--- src/rtl/macc_pkg.sv ---
// Shared definitions for the MAC sequencer and the datapath registers it steers.
package macc_pkg;

  // Controller states
  typedef enum logic [2:0] {
    ST_IDLE  = 3'd0,
    ST_LOAD  = 3'd1,
    ST_SHIFT = 3'd2,
    ST_DRAIN = 3'd3,
    ST_DONE  = 3'd4
  } state_e;

  // Operand-register select codes
  localparam logic [1:0] SEL_HOLD  = 2'b00;
  localparam logic [1:0] SEL_LOAD  = 2'b01;
  localparam logic [1:0] SEL_SHIFT = 2'b10;

  // Requested tap count clamped to the tap capacity of the datapath
  function automatic logic [3:0] clamp_len(input logic [3:0] len_i, input logic [3:0] max_i);
    return (len_i > max_i) ? max_i : len_i;
  endfunction

endpackage

--- src/rtl/macc_seq_cnt.sv ---
// 4-bit loadable up-counter with terminal-count flag, used to pace the
// SHIFT (tap) and DRAIN (pipeline flush) phases.
module macc_seq_cnt (
  input  logic       clk,
  input  logic       rst_n,
  input  logic       clr,
  input  logic       load,
  input  logic [3:0] load_val,
  input  logic       en,
  input  logic [3:0] term,
  output logic [3:0] cnt,
  output logic       tc
);

  logic [3:0] cnt_r;

  // Count register: clear has priority over load, load over increment
  always_ff @(posedge clk or negedge rst_n) begin
    if (!rst_n) begin
      cnt_r <= 4'd0;
    end else if (clr) begin
      cnt_r <= 4'd0;
    end else if (load) begin
      cnt_r <= load_val;
    end else if (en) begin
      cnt_r <= cnt_r + 4'd1;
    end else begin
      cnt_r <= cnt_r;
    end
  end

  assign cnt = cnt_r;
  assign tc  = (cnt_r == term);

endmodule

--- src/rtl/macc_seq_ctrl.sv ---
// Sequencer for a multiply-accumulate datapath: waits for an operand sample,
// clears the accumulator, steps through the taps, drains the pipeline and
// pulses done. All outputs decode from registered state; only din_valid
// reaches sel/acc_clr combinationally, and only while waiting in LOAD.
module macc_seq_ctrl
  import macc_pkg::*;
#(
  parameter int NTAP = 8,
  parameter int PIPE = 2
) (
  input  logic       CLK,
  input  logic       RST_L,
  input  logic       start,
  input  logic [3:0] len,
  input  logic       din_valid,
  output logic       din_ready,
  output logic [1:0] sel,
  output logic       acc_clr,
  output logic       acc_en,
  output logic [3:0] tap_idx,
  output logic       busy,
  output logic       done
);

  localparam logic [3:0] NTAP_MAX  = 4'(NTAP);
  localparam logic [3:0] PIPE_LAST = 4'(PIPE - 1);

  state_e     state_r, state_s;
  logic [3:0] eff_len_r, eff_len_s;
  logic [3:0] tap_hold_r;
  logic [3:0] cnt_s, term_s;
  logic       cnt_clr_s, cnt_load_s, cnt_en_s, cnt_tc_s;

  // One counter paces both phases; its terminal value switches with the phase
  macc_seq_cnt u_cnt (
    .clk      (CLK),
    .rst_n    (RST_L),
    .clr      (cnt_clr_s),
    .load     (cnt_load_s),
    .load_val (4'd0),
    .en       (cnt_en_s),
    .term     (term_s),
    .cnt      (cnt_s),
    .tc       (cnt_tc_s)
  );

  // State and latched effective length
  always_ff @(posedge CLK or negedge RST_L) begin
    if (!RST_L) begin
      state_r   <= ST_IDLE;
      eff_len_r <= 4'd0;
    end else begin
      state_r   <= state_s;
      eff_len_r <= eff_len_s;
    end
  end

  // Keep the last tap index visible after SHIFT while the counter paces DRAIN
  always_ff @(posedge CLK or negedge RST_L) begin
    if (!RST_L) begin
      tap_hold_r <= 4'd0;
    end else if (state_r == ST_IDLE) begin
      tap_hold_r <= 4'd0;
    end else if (state_r == ST_SHIFT) begin
      tap_hold_r <= cnt_s;
    end else begin
      tap_hold_r <= tap_hold_r;
    end
  end

  // Next-state, counter control and output decode
  always_comb begin
    state_s    = state_r;
    eff_len_s  = eff_len_r;
    cnt_clr_s  = 1'b0;
    cnt_load_s = 1'b0;
    cnt_en_s   = 1'b0;
    term_s     = PIPE_LAST;
    din_ready  = 1'b0;
    sel        = SEL_HOLD;
    acc_clr    = 1'b0;
    acc_en     = 1'b0;
    tap_idx    = tap_hold_r;
    busy       = 1'b1;
    done       = 1'b0;
    case (state_r)
      ST_IDLE: begin
        busy      = 1'b0;
        tap_idx   = 4'd0;
        cnt_clr_s = 1'b1;
        if (start) begin
          eff_len_s = clamp_len(len, NTAP_MAX);
          if (eff_len_s != 4'd0) begin
            state_s = ST_LOAD;
          end else begin
            state_s = ST_DONE;
          end
        end else begin
          state_s = ST_IDLE;
        end
      end
      ST_LOAD: begin
        din_ready = 1'b1;
        if (din_valid) begin
          sel        = SEL_LOAD;
          acc_clr    = 1'b1;
          cnt_load_s = 1'b1;
          state_s    = ST_SHIFT;
        end else begin
          sel     = SEL_HOLD;
          state_s = ST_LOAD;
        end
      end
      ST_SHIFT: begin
        sel     = SEL_SHIFT;
        acc_en  = 1'b1;
        tap_idx = cnt_s;
        term_s  = eff_len_r - 4'd1;
        if (cnt_tc_s) begin
          cnt_load_s = 1'b1;
          state_s    = ST_DRAIN;
        end else begin
          cnt_en_s = 1'b1;
          state_s  = ST_SHIFT;
        end
      end
      ST_DRAIN: begin
        if (cnt_tc_s) begin
          state_s = ST_DONE;
        end else begin
          cnt_en_s = 1'b1;
          state_s  = ST_DRAIN;
        end
      end
      ST_DONE: begin
        done    = 1'b1;
        state_s = ST_IDLE;
      end
      default: begin
        state_s = ST_IDLE;
      end
    endcase
  end

endmodule

--- config.mk ---
export PLATFORM = sky130hd
export DESIGN_NAME = macc_seq_ctrl
export DESIGN_NICKNAME = d
export VERILOG_FILES = /design/src/rtl/macc_pkg.sv /design/src/rtl/macc_seq_cnt.sv /design/src/rtl/macc_seq_ctrl.sv
export SDC_FILE = /design/constraint.sdc
export NUM_CORES = 1
export LEC_CHECK = 0
export ABC_AREA = 1
export ABC_CLOCK_PERIOD_IN_PS = 4100
export CAP_MARGIN = 25
export CELL_PAD_IN_SITES_DETAIL_PLACEMENT = 1
export CELL_PAD_IN_SITES_GLOBAL_PLACEMENT = 2
export CORE_UTILIZATION = 30
export CTS_BUF_LIST = sky130_fd_sc_hd__clkbuf_8 sky130_fd_sc_hd__clkbuf_16
export DETAILED_ROUTE_END_ITERATION = 10
export GPL_ROUTABILITY_DRIVEN = 0
export GPL_TIMING_DRIVEN = 0
export PLACE_DENSITY_LB_ADDON = 0.1
export SYNTH_ARGS = -nofsm -noshare
export SYNTH_HDL_FRONTEND = slang
export SYNTH_SLANG_ARGS = --single-unit
--- constraint.sdc ---
create_clock -name CLK -period 4.1 [get_ports CLK]
set_input_delay 0.82 -clock CLK [delete_from_list [all_inputs] [get_ports CLK]]
set_output_delay 0.82 -clock CLK [all_outputs]
set_load 0.01 [all_outputs]
# After elaboration in Yosys (flattened, before gate mapping)
# Index checks and enable logic that the tools add are counted.
[op_classes]
n_lt_le_gt_ge = 1
addsub = 2
n_eq_ne = 5
mux = 27
reduce_logical = 6
[op_table]
columns = ["operator", "n"]
rows = [
  ["two-way mux 4 bit", 7],
  ["two-way mux 1 bit", 12],
  ["case mux 3 bit (4 select lines)", 1],
  ["two-way mux 3 bit", 3],
  ["case mux 4 bit (2 select lines)", 1],
  ["== test 3 x 2 -> 1 bit (second input constant)", 2],
  ["adder 4 x 1 -> 4 bit (second input constant)", 1],
  ["== test 4 bit", 1],
  ["greater-than comparator 4 bit (second input constant)", 1],
  ["case mux 2 bit (2 select lines)", 1],
  ["nonzero test 4 bit", 1],
  ["subtractor 4 x 1 -> 4 bit (second input constant)", 1],
  ["== test 3 x 1 -> 1 bit (second input constant)", 1],
  ["== test 3 bit (second input constant)", 1],
  ["logical NOT 3 bit", 1],
  ["nonzero test 3 bit", 1],
  ["two-way mux 2 bit", 1],
  ["case mux 1 bit (2 select lines)", 1],
  ["AND reduction 2 bit", 1],
  ["nonzero test 2 bit", 1],
  ["OR reduction 2 bit", 1],
]
[word_totals]
out_inout_bits = 11
in_bits = 8
wordCells = 45
register_bits = 15

# Longest topological paths before layout
[depth]
depth_word = 8
depth_mapped = 14

# Hierarchy
# From an unflattened synthesis, not the netlist that was laid out.
[unflattened]
hier_cells = 127
hier_area_um2 = 949.7
[modules_own_cells]
columns = ["module", "seq_area_each_um2", "cells_per_inst", "area_each_um2", "n_inst"]
rows = [
  ["macc_seq_ctrl", 275.3, 89, 656.9, 1],
  ["macc_seq_cnt", 100.1, 38, 292.8, 1],
]

# Worst setup path before layout
# Ideal clock, no wire load.
[synth_path]
path_kind = "reg-to-output"
start = "register state_r[2]"
end = "output tap_idx[0]"
t_arrival_ps = 1354
path_buffers = 1
t_required_ps = 3280
stages_incl_launch_ff = 7
setup_slack_ps = 1926
cell_sequence = "dfrtp_1 inv_2 nand2_2 nor2_4 inv_1 buf_2 o21ai_0"
[synth_via]
elab_chain_cells = 2
[synth_lines]
columns = ["element", "line_no", "rtl"]
rows = [
  ["start, declared", "macc_seq_ctrl.sv:28", "state_e state_r, state_s;"],
  ["start signal, assigned", "macc_seq_ctrl.sv:53", "state_r <= state_s;"],
  ["== test 3 x 2 -> 1 bit or logical NOT 3 bit (tied branches)", "macc_seq_ctrl.sv:86", "case (state_r)"],
  ["case mux 4 bit (2 select lines) (*)", "macc_seq_ctrl.sv:86", ""],
  ["end, declared", "macc_seq_ctrl.sv:20", "output logic [3:0] tap_idx,"],
]
# Every way passes the cells marked *; elsewhere a longest branch is shown, timed or not.

# Final worst setup path
[layout_path]
start = "register state_r[2]"
end = "output tap_idx[1]"
# The elaborated chain is that of the path after synthesis.

==> impl_results.md <==
* Status: finished with violations
* Failing checks: DRC
* Initial Util at 32.3%
* Max cap viols at 0
* Fmax achieved at 334 MHz
* Final core area utilization at 41.7%
* Port bufs at 18
* Synth Instances at 121
* HP Start: tap_hold_r[0]
* H-tree depth at 1
* CTS tree: built
* WS Path Type: flop to output port
* Hold path cells at 2
* Clock Latency Late Sink at 250 ps
* Commonest register cell after synthesis: dfrtp_1
* Cell Area, Synth at 907 sq um
* Crit path time final at 2990 ps
* Layout cells sized above 1 at 11.9%
* Internal at 0.539 mW
* Ports at 19
* Initial DRC Count at 25
* Post-route ant nets at 0
* Setup TNS at 0 ps
* Final Hold Viols at 0
* #FFs+latches synth at 15
* TritonCTS Buffers at 3
* Clock power share at 11.8%
* Sequential area share after synthesis at 41.4%
* Die area at 3250 sq um
* N_diodes at 0
* Chip height at 57.0 microns
* RSZ-0062 raised after global routing: no
* Antenna violations before repair at 0
* Sw Pwr at 0.466 mW
* Layout Skew at 2.85 ps
* Min-Delay Path Class: flop to flop
* WL final at 2.33 mm
* Core area at 2810 sq um
* Overall Power at 1.01 mW
* Slew HR at 49.9%
* Vias at 884
* Fin crit share at 73.0%
* Overflow after GRT at 0
* Max Root-Sink Buffers at 2
* WP data arrival at 2170 ps
* Synthesis Warnings at 0
* Hold WS at 509 ps
* Reg clk slew, reported paths at 60 ps
* Sequential Power Share at 26.7%
* Chip width at 57.0 microns
* EDFF count, synth at 0
* Setup Buffers After CTS at 0
* CP endpoint kind: output port
* Drt pass-1 iters at 7
* Cts repair resizes at 0
* Worst IR Drop VDD at 0.289 mV
* Pwr per Cell Area at 858 nW/um^2
* Slew Limit Fails at 0
* Yosys cell types at 22
* Avg Cell Area, Syn at 7.50 sq um
* Switching Fraction at 46.4%
* Largest net degree at the start of global routing at 16
* DR WL/cell at 13.4 microns
* Clock sinks at 15
* Static Leak at 0.581 nW
* Root Driver: clkbuf_8
* Synth Net Count at 131
* Synth top area cells: dfrtp_1, nand3_1, nand2_1, inv_1, o21ai_0
* Detailed placement HPWL at 1.85 mm
* GRT Overall Usage at 17.1%
* Post-synth ARST share at 100%
* CP Max Fanout at 10
* Reg2Reg Depth at 12
* Setup-failing EPs final at 0
* Post-synth top area share at 41.4%
* Hold Buf Count CTS at 0
* Logic pwr share at 61.5%
* Startpoint types: flop
* Worst slew pin tran at 750 ps
* Top cell type by total area after synthesis: dfrtp_1
* DRC viols at 2
* Syn-to-layout area delta at 29.1%
* Number of global-route vias before repair at 942
* Worst Hold Endpoint: tap_hold_r[0]
* Reg2Reg Setup Slack at 2330 ps
* Cell row count at 19
* Top cells by count, synth: nand2_1, inv_1, nand3_1
* # nets final at 154
* Count leader, synth: nand2_1
* Via density at 5.08
* Reg2Reg Launch Point: eff_len_r[0]
* First-pass GRT wire length at 4.25 mm
* R2R Path End: u_cnt.cnt[3]
* Worst EP required at 3280 ps
[cell type report]
type	instances	area, sq um
fillers	362	1630
multi-input cells	82	437
flip-flops and latches	15	375
repair buffers	18	180
inverters	22	82.6
clock buffers	3	41.3
well taps	31	38.8
plain buffers	2	12.5
clock inverters	1	3.75
[worst max-delay path: stages, from the launching register on]
cell	delay (ps)
dfrtp_1	480
inv_2	120
nand2_2	70
nor2_4	210
inv_1	130
buf_2	190
o21ai_0	170
clkdlybuf4s50_1	560
[layer usage]
layer,vias to the layer above,global-route usage (%),part of all wire [%]
met3,4,2.72,2.3
met5,-,0,0
li1,441,-,-
met1,426,22.6,47
met4,0,6.27,1.4
met2,13,28.4,49
[logic make-up (layout without fill, tap and decap cells)]
group | count (synthesis) | after routing | synth area share [%]
adders and majority gates | 2 | 2 | 2.76
AOI/OAI and AO/OA | 16 | 16 | 9.93
DFF | 15 | 15 | 41.4
and+or+nand+nor | 64 | 64 | 35.4
buffers and inverters | 24 | 46 | 10.5
[metrics by stage]
step / cell area (sq um) / setup slack [ps] / instances
6_report: 1170 / 1110 / 174
5_1_grt: 1170 / 920 / 174
4_1_cts: 1170 / 1080 / 174
3_5_place_dp: 1130 / 1260 / 170
3_3_place_gp: 1130 / 1270 / 170
2_1_floorplan: 907 / 1930 / 121
[sequential cells by signal, indices dropped and copies added (netlist names)]
| name | count |
|---|---|
| tap_hold_r | 4 |
| state_r | 3 |
| eff_len_r | 4 |
| u_cnt.cnt | 4 |
[placed cells by master (no fill, tap or decap), drive strengths merged]
cell type and n:
clkbuf 3, nand3 18, clkdlybuf4s50 18, nand4 3, dfrtp 15, nor3 4
nor4 1, ha 2, a21oi 3, o211ai 1, buf 2, o22ai 3
nor2 12, inv 23, o21ai 9, nand2 26
[how the worst max path moves through the flow]
stage | from | endpoint | slack [ps] | cells past startpoint
floorplan | state_r[2] | tap_idx[0] | 1930 | 6
global route | state_r[2] | tap_idx[1] | 920 | 7
global placement | din_valid | acc_clr | 1270 | 4
detailed placement | din_valid | acc_clr | 1260 | 4
CTS | state_r[2] | tap_idx[1] | 1080 | 7
finish | state_r[2] | tap_idx[1] | 1110 | 7
[power groups by stage]
stage / Clock, mW / Sequential [mW] / Combinational [mW]
CTS: 0.126 / 0.270 / 0.630
floorplan: 0 / 0.258 / 0.425
global placement: 0 / 0.269 / 0.602
global route: 0.133 / 0.278 / 0.712
finish: 0.118 / 0.269 / 0.618
detailed placement: 0 / 0.272 / 0.625
Power figures use the tool's default switching activity.
